File: src/rtl/regfile_port_ctrl.sv
// Write-port owner and read-port-A arbiter for the 32x32 register file.
// Sequences the x1..x(WORDS-1) hardware clear and services debug accesses.
module regfile_port_ctrl #(
    parameter int DATA_WIDTH  = 32,
    parameter int WORDS       = 32,
    parameter int SELECT_SIZE = 5
) (
    input  logic                   clk_i,
    input  logic                   reset_i,
    input  logic                   clear_i,
    output logic                   ready_o,
    input  logic                   core_we_i,
    input  logic [SELECT_SIZE-1:0] core_dst_i,
    input  logic [DATA_WIDTH-1:0]  core_data_i,
    input  logic                   core_rd_en_i,
    input  logic [SELECT_SIZE-1:0] core_srcA_i,
    input  logic                   dbg_req_i,
    input  logic                   dbg_we_i,
    input  logic [SELECT_SIZE-1:0] dbg_addr_i,
    input  logic [DATA_WIDTH-1:0]  dbg_wdata_i,
    output logic                   dbg_ack_o,
    output logic [DATA_WIDTH-1:0]  dbg_rdata_o,
    output logic                   drop_o,
    output logic                   rf_we_o,
    output logic [SELECT_SIZE-1:0] rf_dst_o,
    output logic [DATA_WIDTH-1:0]  rf_data_o,
    output logic [SELECT_SIZE-1:0] rf_srcA_o,
    input  logic [DATA_WIDTH-1:0]  rf_srcA_data_i
);

    typedef enum logic [1:0] {
        CLEAR,
        IDLE,
        DBG_WR,
        DBG_RD
    } state_t;

    // One extra bit so the counter can reach WORDS and mark the end.
    localparam logic [SELECT_SIZE:0] IDX_END = WORDS[SELECT_SIZE:0];
    localparam logic [SELECT_SIZE:0] IDX_ONE = {{SELECT_SIZE{1'b0}}, 1'b1};

    state_t               state;
    logic [SELECT_SIZE:0] idx;

    assign rf_srcA_o = (state == DBG_RD) ? dbg_addr_i : core_srcA_i;

    always_ff @(posedge clk_i or posedge reset_i) begin
        if (reset_i) begin
            state       <= CLEAR;
            idx         <= IDX_ONE;
            ready_o     <= 1'b0;
            rf_we_o     <= 1'b1;
            rf_dst_o    <= '0;
            rf_data_o   <= '0;
            dbg_ack_o   <= 1'b0;
            dbg_rdata_o <= '0;
            drop_o      <= 1'b0;
        end else begin
            dbg_ack_o <= 1'b0;
            rf_we_o   <= 1'b1;
            if (core_we_i && !ready_o) begin
                drop_o <= 1'b1;
            end
            unique case (state)
                CLEAR: begin
                    if (idx == IDX_END) begin
                        state   <= IDLE;
                        ready_o <= 1'b1;
                    end else begin
                        rf_we_o   <= 1'b0;
                        rf_dst_o  <= idx[SELECT_SIZE-1:0];
                        rf_data_o <= '0;
                        idx       <= idx + 1'b1;
                    end
                end
                IDLE: begin
                    if (core_we_i) begin
                        rf_we_o   <= (core_dst_i == '0);
                        rf_dst_o  <= core_dst_i;
                        rf_data_o <= core_data_i;
                    end
                    if (clear_i) begin
                        state   <= CLEAR;
                        idx     <= IDX_ONE;
                        ready_o <= 1'b0;
                    end else if (core_we_i) begin
                        state <= IDLE;
                    end else if (dbg_req_i && dbg_we_i) begin
                        state <= DBG_WR;
                    end else if (dbg_req_i && !core_rd_en_i) begin
                        state <= DBG_RD;
                    end
                end
                DBG_WR: begin
                    // Core writeback takes the port; the debug write retries.
                    if (core_we_i) begin
                        rf_we_o   <= (core_dst_i == '0);
                        rf_dst_o  <= core_dst_i;
                        rf_data_o <= core_data_i;
                    end else begin
                        rf_we_o   <= (dbg_addr_i == '0);
                        rf_dst_o  <= dbg_addr_i;
                        rf_data_o <= dbg_wdata_i;
                        dbg_ack_o <= 1'b1;
                        state     <= IDLE;
                    end
                end
                DBG_RD: begin
                    if (core_we_i) begin
                        rf_we_o   <= (core_dst_i == '0);
                        rf_dst_o  <= core_dst_i;
                        rf_data_o <= core_data_i;
                    end
                    dbg_rdata_o <= rf_srcA_data_i;
                    dbg_ack_o   <= 1'b1;
                    state       <= IDLE;
                end
                default: state <= IDLE;
            endcase
        end
    end

endmodule

File: config.mk
export PLATFORM = sky130hd
export DESIGN_NAME = regfile_port_ctrl
export DESIGN_NICKNAME = d
export VERILOG_FILES = /design/src/rtl/regfile_port_ctrl.sv
export SDC_FILE = /design/constraint.sdc
export NUM_CORES = 1
export LEC_CHECK = 0
export ABC_AREA = 1
export ABC_CLOCK_PERIOD_IN_PS = 2200
export BUFFER_PORTS_ARGS = -buffer_cell sky130_fd_sc_hd__buf_2
export CELL_PAD_IN_SITES_DETAIL_PLACEMENT = 1
export CELL_PAD_IN_SITES_GLOBAL_PLACEMENT = 2
export CORE_MARGIN = 4
export CORE_UTILIZATION = 23
export CTS_BUF_LIST = sky130_fd_sc_hd__clkbuf_8
export DETAILED_ROUTE_END_ITERATION = 7
export GPL_TIMING_DRIVEN = 0
export PLACE_DENSITY_LB_ADDON = 0.1
export SYNTH_ARGS = -nofsm -noshare
export SYNTH_HDL_FRONTEND = slang
export SYNTH_SLANG_ARGS = --single-unit
File: constraint.sdc
create_clock -name clk_i -period 2.2 [get_ports clk_i]
set_clock_uncertainty 0.2 [all_clocks]
set_input_delay 0.11 -clock clk_i [delete_from_list [all_inputs] [get_ports clk_i]]
set_output_delay 0.11 -clock clk_i [all_outputs]
set_load 0.05 [all_outputs]
* Word level (Yosys, flattened, before mapping)
Cells that the tools add are included.
** Operators by class
- $add $sub $neg :: 1
- Reductions and logical operators :: 14
- Multiplexer cells :: 28
- Equality and inequality tests :: 10
** Operators with widths (number)
- 32-bit 2-to-1 mux :: 3
- 32-bit one-hot mux with 3 select lines :: 1
- 5-bit 2-to-1 mux :: 4
- 5-bit one-hot mux with 3 select lines :: 1
- 2-bit 2-to-1 mux :: 6
- 6-bit 2-to-1 mux :: 2
- 6-bit one-hot mux with 2 select lines :: 1
- 5-bit logical NOT :: 2
- 3-bit AND reduction :: 3
- 2-bit inequality test, second input constant :: 4
- 2-bit one-hot mux with 4 select lines :: 1
- 6-bit by 1-bit adder with 6-bit output, second input constant :: 1
- 6-bit equality test, second input constant :: 1
- 1-bit 2-to-1 mux :: 6
- 5-bit inequality test, second input constant :: 1
- 2-bit equality test, second input constant :: 2
- 1-bit one-hot mux with 2 select lines :: 2
- 1-bit logical AND :: 3
- 1-bit one-hot mux with 3 select lines :: 1
- 2-bit by 1-bit equality test with 1-bit output, second input constant :: 1
- 1-bit logical NOT :: 2
- 2-bit logical NOT :: 1
- 2-bit by 1-bit inequality test with 1-bit output, second input constant :: 1
- 2-bit AND reduction :: 1
- 2 further kinds :: 2
** Storage, ports and cells
- Output and inout bits :: 78
- Bits of input ports :: 118
- Word-level logic and storage cells :: 62
- Flip-flop bits (word level) :: 81

* Logic depth before layout (Yosys ltp)
Gate-level depths: netlist of the first run.
- Depth after elaboration :: 7
- Depth in mapped cells :: 9
- Depth with buffers taken out :: 8

* Least setup slack after synthesis of the first run
OpenSTA, ideal clock, no wires.
- Path type :: register to output
- Start :: register state[0]
- End :: output rf_srcA_o[0]
- Stages on the path, launching flop included :: 5
- Required time :: 1890 ps
- Buffers on the path :: 2
- Arrival time :: 1880 ps
- Setup slack :: 10 ps
- Cells stage by stage :: dfrtp_1 -> buf_6 -> nand2_1 -> buf_2 -> o21ai_0
** Between the ends
- Word-level cells in the longest chain between the ends :: 2
** Ends and longest elaborated chain
- from (decl) :: line 42 : state_t state;
- from (signal assigned) :: line 49 : state <= CLEAR;
- from (signal assigned) :: line 67 : state <= IDLE;
- from (signal assigned) :: line 83 : state <= CLEAR;
- 2-bit equality test :: line 45 : assign rf_srcA_o = (state == DBG_RD) ? dbg_addr_i : core_srcA_i;
- 5-bit 2-to-1 mux :: line 45
- to (decl) :: line 27 : output logic [SELECT_SIZE-1:0] rf_srcA_o,
Every way passes these cells.

* Worst setup path in the final report of the first run
- Start :: register state[0]
- End :: output rf_srcA_o[3]
The elaborated chain is that of the path after synthesis.

==> qor.log, run 1 <==
[clock_network] clock sink count 81
[grt] GRT Residual Overflow 0
[worst_setup_path] Worst Setup End Kind primary output
[grt] initial antenna violation count 0
[synth] portion of the post-synthesis area used by sequential elements 50.81%
[worst_setup_path] WP data required 1890 ps
[final_layout] number of nets in the layout 919
[pwr] Leak 0.003595 uW
[routing] 1st-pass router iterations 6
[synth] Seq cells post-synth 81
[worst_setup_path] ordered list of cells on the worst path buf_6 > nand2_2 > buf_6 > mux2_2 > buf_2
[timing] pins over their slew limit 0
[final_layout] Final Core Density 39.63%
[placed_design] Placed Instance Area 0.005289 mm^2
[worst_setup_path] max incr delay on CP 420 ps
[pwr] Peak supply drop 0.0007523 V
[routing] WL per Instance 15.17 um
[routing] DRC violation total after the first TritonRoute iteration 162
[worst_setup_path] largest driver fanout on the critical path 10
[flow_run] max-cap violation count 0
[placed_design] number of cells in the design after placement 900
[clock_network] buffer type at the clock tree root sky130_fd_sc_hd__clkbuf_8
[final_layout] cell area after layout 0.006665 mm^2
[worst_setup_path] Crit Path Category register to primary output
[worst_setup_path] CP max-delay cell sky130_fd_sc_hd__dfrtp_1
[synth] Synth Net Count 603
[timing] setup repair after global routing missed its margin false
[timing] count of endpoints failing setup in the final report 0
[placed_design] count of input and output buffers 195
[synth] post-synthesis cell type count 24
[min_path] classification of the worst-slack hold path primary input to register
[clock_network] clock edge transition at the registers on the reported setup and hold paths 90 ps
[floorplan] die extent in x 139.8 um
[routing] drc violations 0
[routing] post-route antenna net violation count 0
[outcome] run status finished with violations
[grt] maximum number of pins on one net before global-route repair 38
[clock_network] number of buffers created by CTS 9
[routing] Total Wirelength 15.53 mm
[worst_setup_path] Worst path most repeated cell sky130_fd_sc_hd__buf_6
[routing] vias post-DR 4346
[clock_network] count of buffers added by post-CTS timing repair for setup 0
[outcome] violations in the final reports hold timing
[floorplan] starting density of the core 23.75%
[clock_network] clock insertion delay at the later pin of the skew report 360 ps
[final_layout] leading cell types in the layout, fill and taps excluded sky130_fd_sc_hd__nand2_1 (204), sky130_fd_sc_hd__buf_2 (200), sky130_fd_sc_hd__dlygate4sd3_1 (107)
[worst_setup_path] launching element type of the critical path register
[floorplan] floorplan die area 0.01954 mm^2
[clock_network] CTS HTree Levels 3
[pwr] Power per Cell Area 1126 mW/mm^2
[timing] final critical delay including setup and external delays 2104 ps
[floorplan] core area 0.01682 mm^2
[clock_network] Clock Tree Buf Depth 2
[timing] Min Hold Slack -47.85 ps
[final_layout] share of final-layout standard cells stronger than drive strength 1 34.33%
[final_layout] number of antenna cells inserted 0
[grt] first-pass GRT wire length 24.81 mm
[synth] number of synthesis warnings 0
[final_layout] most frequent standard cell in the layout excluding fill and tap cells sky130_fd_sc_hd__nand2_1
[timing] Tcrit/Tclk final 95.63%
[synth] synthesized instance count 483
[floorplan] placement row count 47
[placed_design] weighted congestion at the end of routability-driven global placement 0.7825
[timing] Worst Max-Slew Pin Slew 494.3 ps
[final_layout] Final Non-Filler Cells 1024
[grt] overall track demand over capacity in global routing 15.80%
[final_layout] Area Overhead vs Synth 66.89%
[placed_design] DPL Wire Length 11.13 mm
[timing] number of hold violations in the final report 2
[pwr] post-layout power 7508 uW
[floorplan] chip height 139.8 um
[timing] Worst slew margin 67.01%
[timing] peak clock frequency supported by timing 475.3 MHz
[synth] mean area per synthesized cell 8.269 um^2
[floorplan] top-level port count 196
[clock_network] clock tree from TritonCTS done
[timing] setup_tns 0 ps
[worst_setup_path] data arrival time of the worst path 1790 ps
[grt] number of global-route vias before repair 4775
[synth] Syn Std Cell Area 0.003994 mm^2
[routing] post-DR vias/cell 4.244
-- flip-flops by register name, indices dropped and copies added (netlist names) --
| name | flops |
|---|---|
| drop_o | 1 |
| dbg_ack_o | 1 |
| state | 2 |
| rf_data_o | 32 |
| rf_dst_o | 5 |
| idx | 6 |
| ready_o | 1 |
| rf_we_o | 1 |
| dbg_rdata_o | 32 |
-- cell type report --
cell class	count	area, um^2
Sequential cell	81	2029
Inverter	50	191.4
Timing Repair Buffer	305	2102
Buffer	19	127.6
Clock inverter	6	137.6
Clock buffer	10	137.6
Fill cell	2067	10150
Tap cell	220	275.3
Multi-Input combinational cell	333	1664
-- worst max-delay path, delay by kind of cell (launching register included) --
kind	cells	cell delay [ps]
mux	1	340
simple gates	1	120
buf+inv	3	540
flops	1	420
-- metrics by stage --
stage / hold WS (ps) / setup WS, ps
after floorplan: 60.45 / 10.03
after global placement: 143.2 / 130.6
after detailed placement: -118.0 / 95.50
after CTS: 0.2608 / 9.609
after global routing: 15.38 / 7.056
final: -47.85 / 96.19
-- what timing repair did --
item,in CTS,in global routing
gates resized for setup,3,5
hold buffers,109,0
pin swaps,0,0
hold endpoints to repair,114,0
endpoints found under the setup margin,2,11
-- power breakdown --
part           switching (uW)  internal [uW]
logic                    2700           1050
clock network             586            906
registers                 287           1980
total                    3570           3940
-- cell usage after synthesis (all sizes together) --
cell / count / share of area, %
nand2: 207 / 20
inv: 50 / 4.7
nand4: 3 / 0.47
nand3: 22 / 2.8
dfstp: 2 / 1.3
clkbuf: 5 / 0.47
nand3b: 1 / 0.19
o21ai: 41 / 5.2
o21bai: 1 / 0.19
mux2: 34 / 9.6
a21oi: 2 / 0.34
ha: 2 / 0.63
nor3b: 1 / 0.19
dfrtp: 79 / 49
nor2: 19 / 2.0
buf: 14 / 2.6
-- kinds of logic (layout without fill, tap and decap cells) --
logic type | after synthesis | after routing | synth area share (%)
compound gates | 44 | 44 | 5.764
fa+ha+maj | 2 | 2 | 0.6265
buf+inv | 69 | 390 | 7.738
flops | 81 | 81 | 50.81
mux | 34 | 34 | 9.587
simple gates | 253 | 253 | 25.47
-- final timing paths --
path,end,slack (ps),depth (start not counted),startpoint
hold reg to reg,rf_data_o[24],270,2,rf_data_o[24]
setup reg to reg,rf_we_o,160,5,state[1]
setup / recovery,rf_srcA_o[3],100,5,state[0]
hold / removal,state[1],-50,5,dbg_we_i
max in group asynchronous,rf_data_o[1],1010,5,reset_i
min in group asynchronous,dbg_rdata_o[22],40,3,reset_i
-- routing by layer --
| metal | vias up | share of wire, % | track usage, % |
|---|---|---|---|
| met5 | - | 0 | 0 |
| met4 | 0 | 1.9 | 4.742 |
| met3 | 19 | 4.6 | 3.774 |
| met2 | 117 | 51 | 27.98 |
| met1 | 2074 | 43 | 18.99 |
| li1 | 2136 | - | - |
(Power assumes the default switching activity.)
==> inputs of run 2 (changes only) <==
Settings changed: RECOVER_POWER from default to 25.
==> qor.log, run 2 (synthesis gave the netlist of run 1 again) <==
[clock_network] clock insertion delay at the later pin of the skew report 360 ps [about the same]
[worst_setup_path] Worst Setup End Kind primary output
[worst_setup_path] launching element type of the critical path register
[pwr] Leak 0.003591 uW [-0.12%]
[timing] Tcrit/Tclk final 95.67% [about the same]
[placed_design] worst slack at placement 95.50 ps [unchanged]
[placed_design] count of input and output buffers 195 [unchanged]
[min_path] classification of the worst-slack hold path primary input to register
[clock_network] CTS HTree Levels 3 [unchanged]
[pwr] post-layout power 7505 uW [about the same]
[routing] drc violations 0 [unchanged]
[outcome] run status finished with violations
[floorplan] die extent in x 139.8 um [unchanged]
[timing] smallest setup slack after layout 95.17 ps [-1.025 ps]
[placed_design] number of cells in the design after placement 900 [unchanged]
[final_layout] number of nets in the layout 919 [unchanged]
[grt] first-pass GRT wire length 24.81 mm [unchanged]
[clock_network] clock tree from TritonCTS done
[grt] overall track demand over capacity in global routing 15.80% [unchanged]
[final_layout] Final Non-Filler Cells 1024 [unchanged]
[routing] Total Wirelength 15.55 mm [+0.15%]
[grt] number of global-route vias before repair 4775 [unchanged]
[final_layout] Area Overhead vs Synth 66.45%
[worst_setup_path] CP Launch Point state[0]
[worst_setup_path] ordered list of cells on the worst path buf_6 > nand2_2 > buf_6 > mux2_2 > buf_2
[timing] Worst Max-Slew Pin Slew 943.4 ps [+449.1 ps]
[pwr] Power per Cell Area 1129 mW/mm^2 [+0.22%]
[timing] Min Hold Slack -47.83 ps [+0.01560 ps]
[floorplan] starting density of the core 23.75% [unchanged]
[routing] DRC violation total after the first TritonRoute iteration 133 [-18%]
[clock_network] number of buffers created by CTS 9 [unchanged]
[routing] vias post-DR 4351 [+0.12%]
[timing] count of endpoints failing setup in the final report 0 [unchanged]
[timing] peak clock frequency supported by timing 475.1 MHz [about the same]
[worst_setup_path] CP max-delay cell sky130_fd_sc_hd__dfrtp_1
[worst_setup_path] data arrival time of the worst path 1790 ps [about the same]
[flow_run] max-cap violation count 0 [unchanged]
[timing] pins over their slew limit 0 [unchanged]
[grt] GRT Residual Overflow 0 [unchanged]
[routing] post-DR vias/cell 4.249 [+0.12%]
[floorplan] core area 0.01682 mm^2 [unchanged]
[final_layout] leading cell types in the layout, fill and taps excluded sky130_fd_sc_hd__nand2_1 (204), sky130_fd_sc_hd__buf_2 (200), sky130_fd_sc_hd__dlygate4sd3_1 (107)
[worst_setup_path] Worst path most repeated cell sky130_fd_sc_hd__buf_6
[final_layout] share of final-layout standard cells stronger than drive strength 1 34.20% [-0.12 points]
[grt] initial antenna violation count 0 [unchanged]
[floorplan] top-level port count 196 [unchanged]
[worst_setup_path] WP data required 1890 ps [about the same]
[worst_setup_path] FF-to-FF path depth 5 [unchanged]
[floorplan] chip height 139.8 um [unchanged]
[pwr] Peak supply drop 0.0007514 V [-0.12%]
[min_path] worst hold path startpoint dbg_we_i
[worst_setup_path] worst reg2reg path startpoint state[1]
[final_layout] registers with the highest flip-flop counts dbg_rdata_o: 32 flops, rf_data_o: 32 flops, idx: 6 flops
[placed_design] weighted congestion at the end of routability-driven global placement 0.7825 [unchanged]
[routing] 1st-pass router iterations 6 [unchanged]
[min_path] Worst Hold Depth 5 [unchanged]
[clock_network] count of buffers added by post-CTS timing repair for setup 0 [unchanged]
[placed_design] DPL Wire Length 11.13 mm [unchanged]
[timing] Worst slew margin 37.11% [-30 points]
[final_layout] most frequent standard cell in the layout excluding fill and tap cells sky130_fd_sc_hd__nand2_1
[grt] maximum number of pins on one net before global-route repair 38 [unchanged]
[routing] post-route antenna net violation count 0 [unchanged]
[clock_network] Clock Tree Buf Depth 2 [unchanged]
[outcome] violations in the final reports hold timing
[floorplan] placement row count 47 [unchanged]
[worst_setup_path] max incr delay on CP 420 ps [about the same]
[clock_network] clock edge transition at the registers on the reported setup and hold paths 90 ps [about the same]
[timing] setup_tns 0 ps [unchanged]
[floorplan] floorplan die area 0.01954 mm^2 [unchanged]
[timing] number of hold violations in the final report 2 [unchanged]
[timing] final critical delay including setup and external delays 2105 ps [+1.025 ps]
[timing] setup repair after global routing missed its margin false
[clock_network] clock sink count 81 [unchanged]
[clock_network] buffer type at the clock tree root sky130_fd_sc_hd__clkbuf_8
[worst_setup_path] Crit Path Category register to primary output
[final_layout] number of antenna cells inserted 0 [unchanged]
[routing] WL per Instance 15.19 um [+0.15%]
[worst_setup_path] largest driver fanout on the critical path 10 [unchanged]
[run 2: changes by cell type in the layout (fill, tap and decap cells not counted), sizes merged]
cell,change
clkbuf,+1
buf,-1
[run 2: final cells by class]
class / count / area [um^2]
clock buffers: 10 / 137.6
fillers: 2069 / 10170
repair buffers: 305 / 2087
well taps: 220 / 275.3
multi-input cells: 333 / 1664
clock inverters: 6 / 137.6
inverters: 50 / 188.9
flip-flops and latches: 81 / 2029
plain buffers: 19 / 127.6
[run 2: final timing paths]
path | to | slack (ps)
hold / removal | state[1] | -50
setup / recovery | rf_srcA_o[3] | 100
min in group asynchronous | dbg_rdata_o[24] | 90
max in group asynchronous | rf_data_o[1] | 310
hold reg to reg | rf_data_o[24] | 270
setup reg to reg | rf_we_o | 160
[run 2: layer usage]
layer  part of all wire, %  GRT usage (%)  wire (um)
met5                     0              0          0
met4                   1.9          4.742        291
met3                   4.6          3.774        710
met2                    51          27.98       7887
met1                    43          18.99       6665
[run 2: stage by stage]
stage          cell area (um^2)  hold WS [ps]  utilization [%]
3_5_place_dp               5289        -118.0            31.45
6_report                   6648        -47.83            39.53
3_3_place_gp               5249         143.2            31.21
5_1_grt                    6648         15.38            39.53
4_1_cts                    6664        0.2608            39.62
2_1_floorplan              3998         60.45                -
[run 2: power by group]
group / switching, uW / internal (uW) / leakage, uW / total [uW]
Clock: 587 / 906 / 0.000137 / 1490
Combinational: 2700 / 1040 / 0.00242 / 3740
Sequential: 288 / 1980 / 0.00103 / 2270
[run 2: what timing repair did]
| action | 4_1_cts | 5_1_grt |
|---|---|---|
| hold endpoints to repair | 114 | 0 |
| resized for setup | 3 | 5 |
| endpoints found under the setup margin | 2 | 11 |
| hold buffers | 109 | 0 |
[run 2: critical path, delay by kind of cell (launching register included)]
family	cells	cell delay (ps)
buffers and inverters	3	540
DFF	1	420
muxes	1	340
and+or+nand+nor	1	120
==> inputs of run 3 (changes only) <==
Settings changed: ABC_CLOCK_PERIOD_IN_PS 2200 to 2640, CORE_UTILIZATION 23 to 28.
Clock period 2.2 ns to 2.64 ns, I/O delays scaled along.
==> qor.log, run 3 (synthesis gave the netlist of run 1 again) <==
[timing] smallest setup slack after layout 229.6 ps [+134.4 ps]
[final_layout] most frequent standard cell in the layout excluding fill and tap cells sky130_fd_sc_hd__nand2_1
[clock_network] Clock Tree Buf Depth 2 [unchanged]
[min_path] Worst Hold Depth 7 [+2]
[clock_network] clock tree from TritonCTS done
[min_path] worst hold path startpoint dbg_addr_i[4]
[final_layout] share of final-layout standard cells stronger than drive strength 1 33.83% [-0.37 points]
[timing] count of endpoints failing setup in the final report 0 [unchanged]
[final_layout] leading cell types in the layout, fill and taps excluded sky130_fd_sc_hd__nand2_1 (205), sky130_fd_sc_hd__buf_2 (202), sky130_fd_sc_hd__dlygate4sd3_1 (112)
[worst_setup_path] worst reg2reg path startpoint state[1]
[timing] pins over their slew limit 0 [unchanged]
[min_path] Hold Path Sink rf_dst_o[4]
[clock_network] clock insertion delay at the later pin of the skew report 380 ps [+20 ps]
[placed_design] count of input and output buffers 195 [unchanged]
[timing] setup_tns 0 ps [unchanged]
[placed_design] DPL Wire Length 10.32 mm [-7.3%]
[timing] setup repair after global routing missed its margin false
[worst_setup_path] WP data required 2700 ps [+810 ps]
[timing] final critical delay including setup and external delays 2410 ps
[routing] WL per Instance 14.66 um [-3.5%]
[placed_design] worst slack at placement 584.5 ps [+489.0 ps]
[worst_setup_path] Crit Path Category primary input to register
[clock_network] number of buffers created by CTS 9 [unchanged]
[routing] vias post-DR 4304 [-1.1%]
[pwr] Power per Cell Area 921.5 mW/mm^2 [-18%]
[final_layout] number of nets in the layout 922 [+0.33%]
[timing] Min Hold Slack 23.99 ps [+71.82 ps]
[routing] post-DR vias/cell 4.361 [+2.6%]
[floorplan] top-level port count 196 [unchanged]
[worst_setup_path] register-to-register setup slack 240 ps [+80 ps]
[min_path] classification of the worst-slack hold path primary input to register
[routing] drc violations 0 [unchanged]
[timing] Worst Max-Slew Pin Slew 1485 ps [+541.3 ps]
[pwr] Leak 0.003629 uW [+1.1%]
[flow_run] max-cap violation count 1 [+1]
[pwr] Peak supply drop 0.0003161 V [-58%]
[final_layout] registers with the highest flip-flop counts dbg_rdata_o: 32 flops, rf_data_o: 32 flops, idx: 6 flops
[outcome] run status finished with violations
[floorplan] placement row count 43 [-8.5%]
[routing] 1st-pass router iterations 4 [-2]
[final_layout] sequential cell area 0.002029 mm^2 [unchanged]
[placed_design] weighted congestion at the end of routability-driven global placement 0.7810 [-0.19%]
[final_layout] Area Overhead vs Synth 63.75%
[worst_setup_path] FF-to-FF path depth 8 [+3]
[clock_network] count of buffers added by post-CTS timing repair for setup 0 [unchanged]
[final_layout] fill cell total of the finished layout 1699 [-18%]
[grt] initial antenna violation count 0 [unchanged]
[timing] number of hold violations in the final report 0 [-2]
[outcome] violations in the final reports capacitance limit
[floorplan] floorplan die area 0.01624 mm^2 [-17%]
[clock_network] CTS HTree Levels 3 [unchanged]
[worst_setup_path] launching element type of the critical path primary input
[routing] DRC violation total after the first TritonRoute iteration 127 [-4.5%]
[worst_setup_path] data arrival time of the worst path 2470 ps [+680 ps]
[clock_network] clock sink count 81 [unchanged]
[final_layout] Final Core Density 46.93% [+7.4 points]
[floorplan] core area 0.01393 mm^2 [-17%]
[floorplan] chip height 127.4 um [-8.8%]
[routing] Total Wirelength 14.47 mm [-6.9%]
[clock_network] buffer type at the clock tree root sky130_fd_sc_hd__clkbuf_8
[floorplan] starting density of the core 28.66% [+4.9 points]
[grt] maximum number of pins on one net before global-route repair 46 [+21%]
[grt] overall track demand over capacity in global routing 18.43% [+2.6 points]
[pwr] post-layout power 6027 uW [-20%]
[worst_setup_path] largest driver fanout on the critical path 10 [unchanged]
[worst_setup_path] Worst Setup End Kind register
[floorplan] die extent in x 127.4 um [-8.8%]
[timing] Tcrit/Tclk final 91.30%
[routing] post-route antenna net violation count 0 [unchanged]
[grt] number of global-route vias before repair 4692 [-1.7%]
[timing] peak clock frequency supported by timing 414.9 MHz
[worst_setup_path] Worst R2R End rf_data_o[24]
[final_layout] area of the multi-input gates 0.001664 mm^2 [unchanged]
[grt] first-pass GRT wire length 23.80 mm [-4.1%]
[final_layout] number of antenna cells inserted 0 [unchanged]
[clock_network] clock edge transition at the registers on the reported setup and hold paths 90 ps [about the same]
[grt] GRT Residual Overflow 0 [unchanged]
[timing] Worst slew margin 0.9110% [-36 points]
==> run 3: stage by stage <==
stage | std cells | instance area (um^2)
final | 987 | 6540
after global routing | 987 | 6540
after CTS | 987 | 6531
after detailed placement | 859 | 5225
after global placement | 858 | 5195
after floorplan | 483 | 3994
==> run 3: metal layers <==
layer | wire, um | global-route usage [%] | vias up
met5 | 0 | 0 | -
met4 | 235 | 5.552 | 0
met3 | 867 | 4.640 | 15
met2 | 7110 | 31.93 | 122
met1 | 6259 | 22.56 | 2028
li1 | - | - | 2139
==> run 3: where the power goes <==
group	switching (uW)	internal [uW]	leakage [uW]
sequential	227	1650	0.00103
clock	509	377	0.0000937
combinational	2260	1000	0.00250
total	2990	3030	0.00363
==> run 3: repair_timing <==
item,in CTS,in global routing
setup endpoints to repair,0,17
resized for setup,0,6
hold buffers,112,0
endpoints found under the hold margin,111,0
==> run 3: how the worst max path moves through the flow <==
stage          startpoint             to  slack [ps]  depth (start not counted)
6_report        core_we_i       state[0]         230                          9
5_1_grt          state[1]  rf_data_o[24]          20                          8
4_1_cts          state[0]   rf_data_o[8]          40                          7
3_5_place_dp     state[0]   rf_data_o[5]         580                          6
3_3_place_gp      reset_i   rf_data_o[3]        -900                          2
2_1_floorplan     reset_i      dbg_ack_o         230                          1
==> run 3: area by class of cell <==
class / count / share of cell area, %
buffer: 19 / 1.894
clock buffer: 10 / 2.104
clock inverter: 6 / 0.7270
inverter: 50 / 2.870
multi-input combinational: 333 / 25.44
sequential: 81 / 31.03
tap: 180 / 3.444
timing repair buffer: 308 / 32.49
==> run 3: critical path, stage by stage <==
cell                            delay [ps]
sky130_fd_sc_hd__dlygate4sd3_1         550
sky130_fd_sc_hd__buf_2                 160
sky130_fd_sc_hd__clkbuf_2              200
sky130_fd_sc_hd__nor2_1                130
sky130_fd_sc_hd__o21ai_0                70
sky130_fd_sc_hd__dlygate4sd3_1         560
sky130_fd_sc_hd__nand3_1                80
sky130_fd_sc_hd__nand2_1                50
sky130_fd_sc_hd__dlygate4sd3_1         550
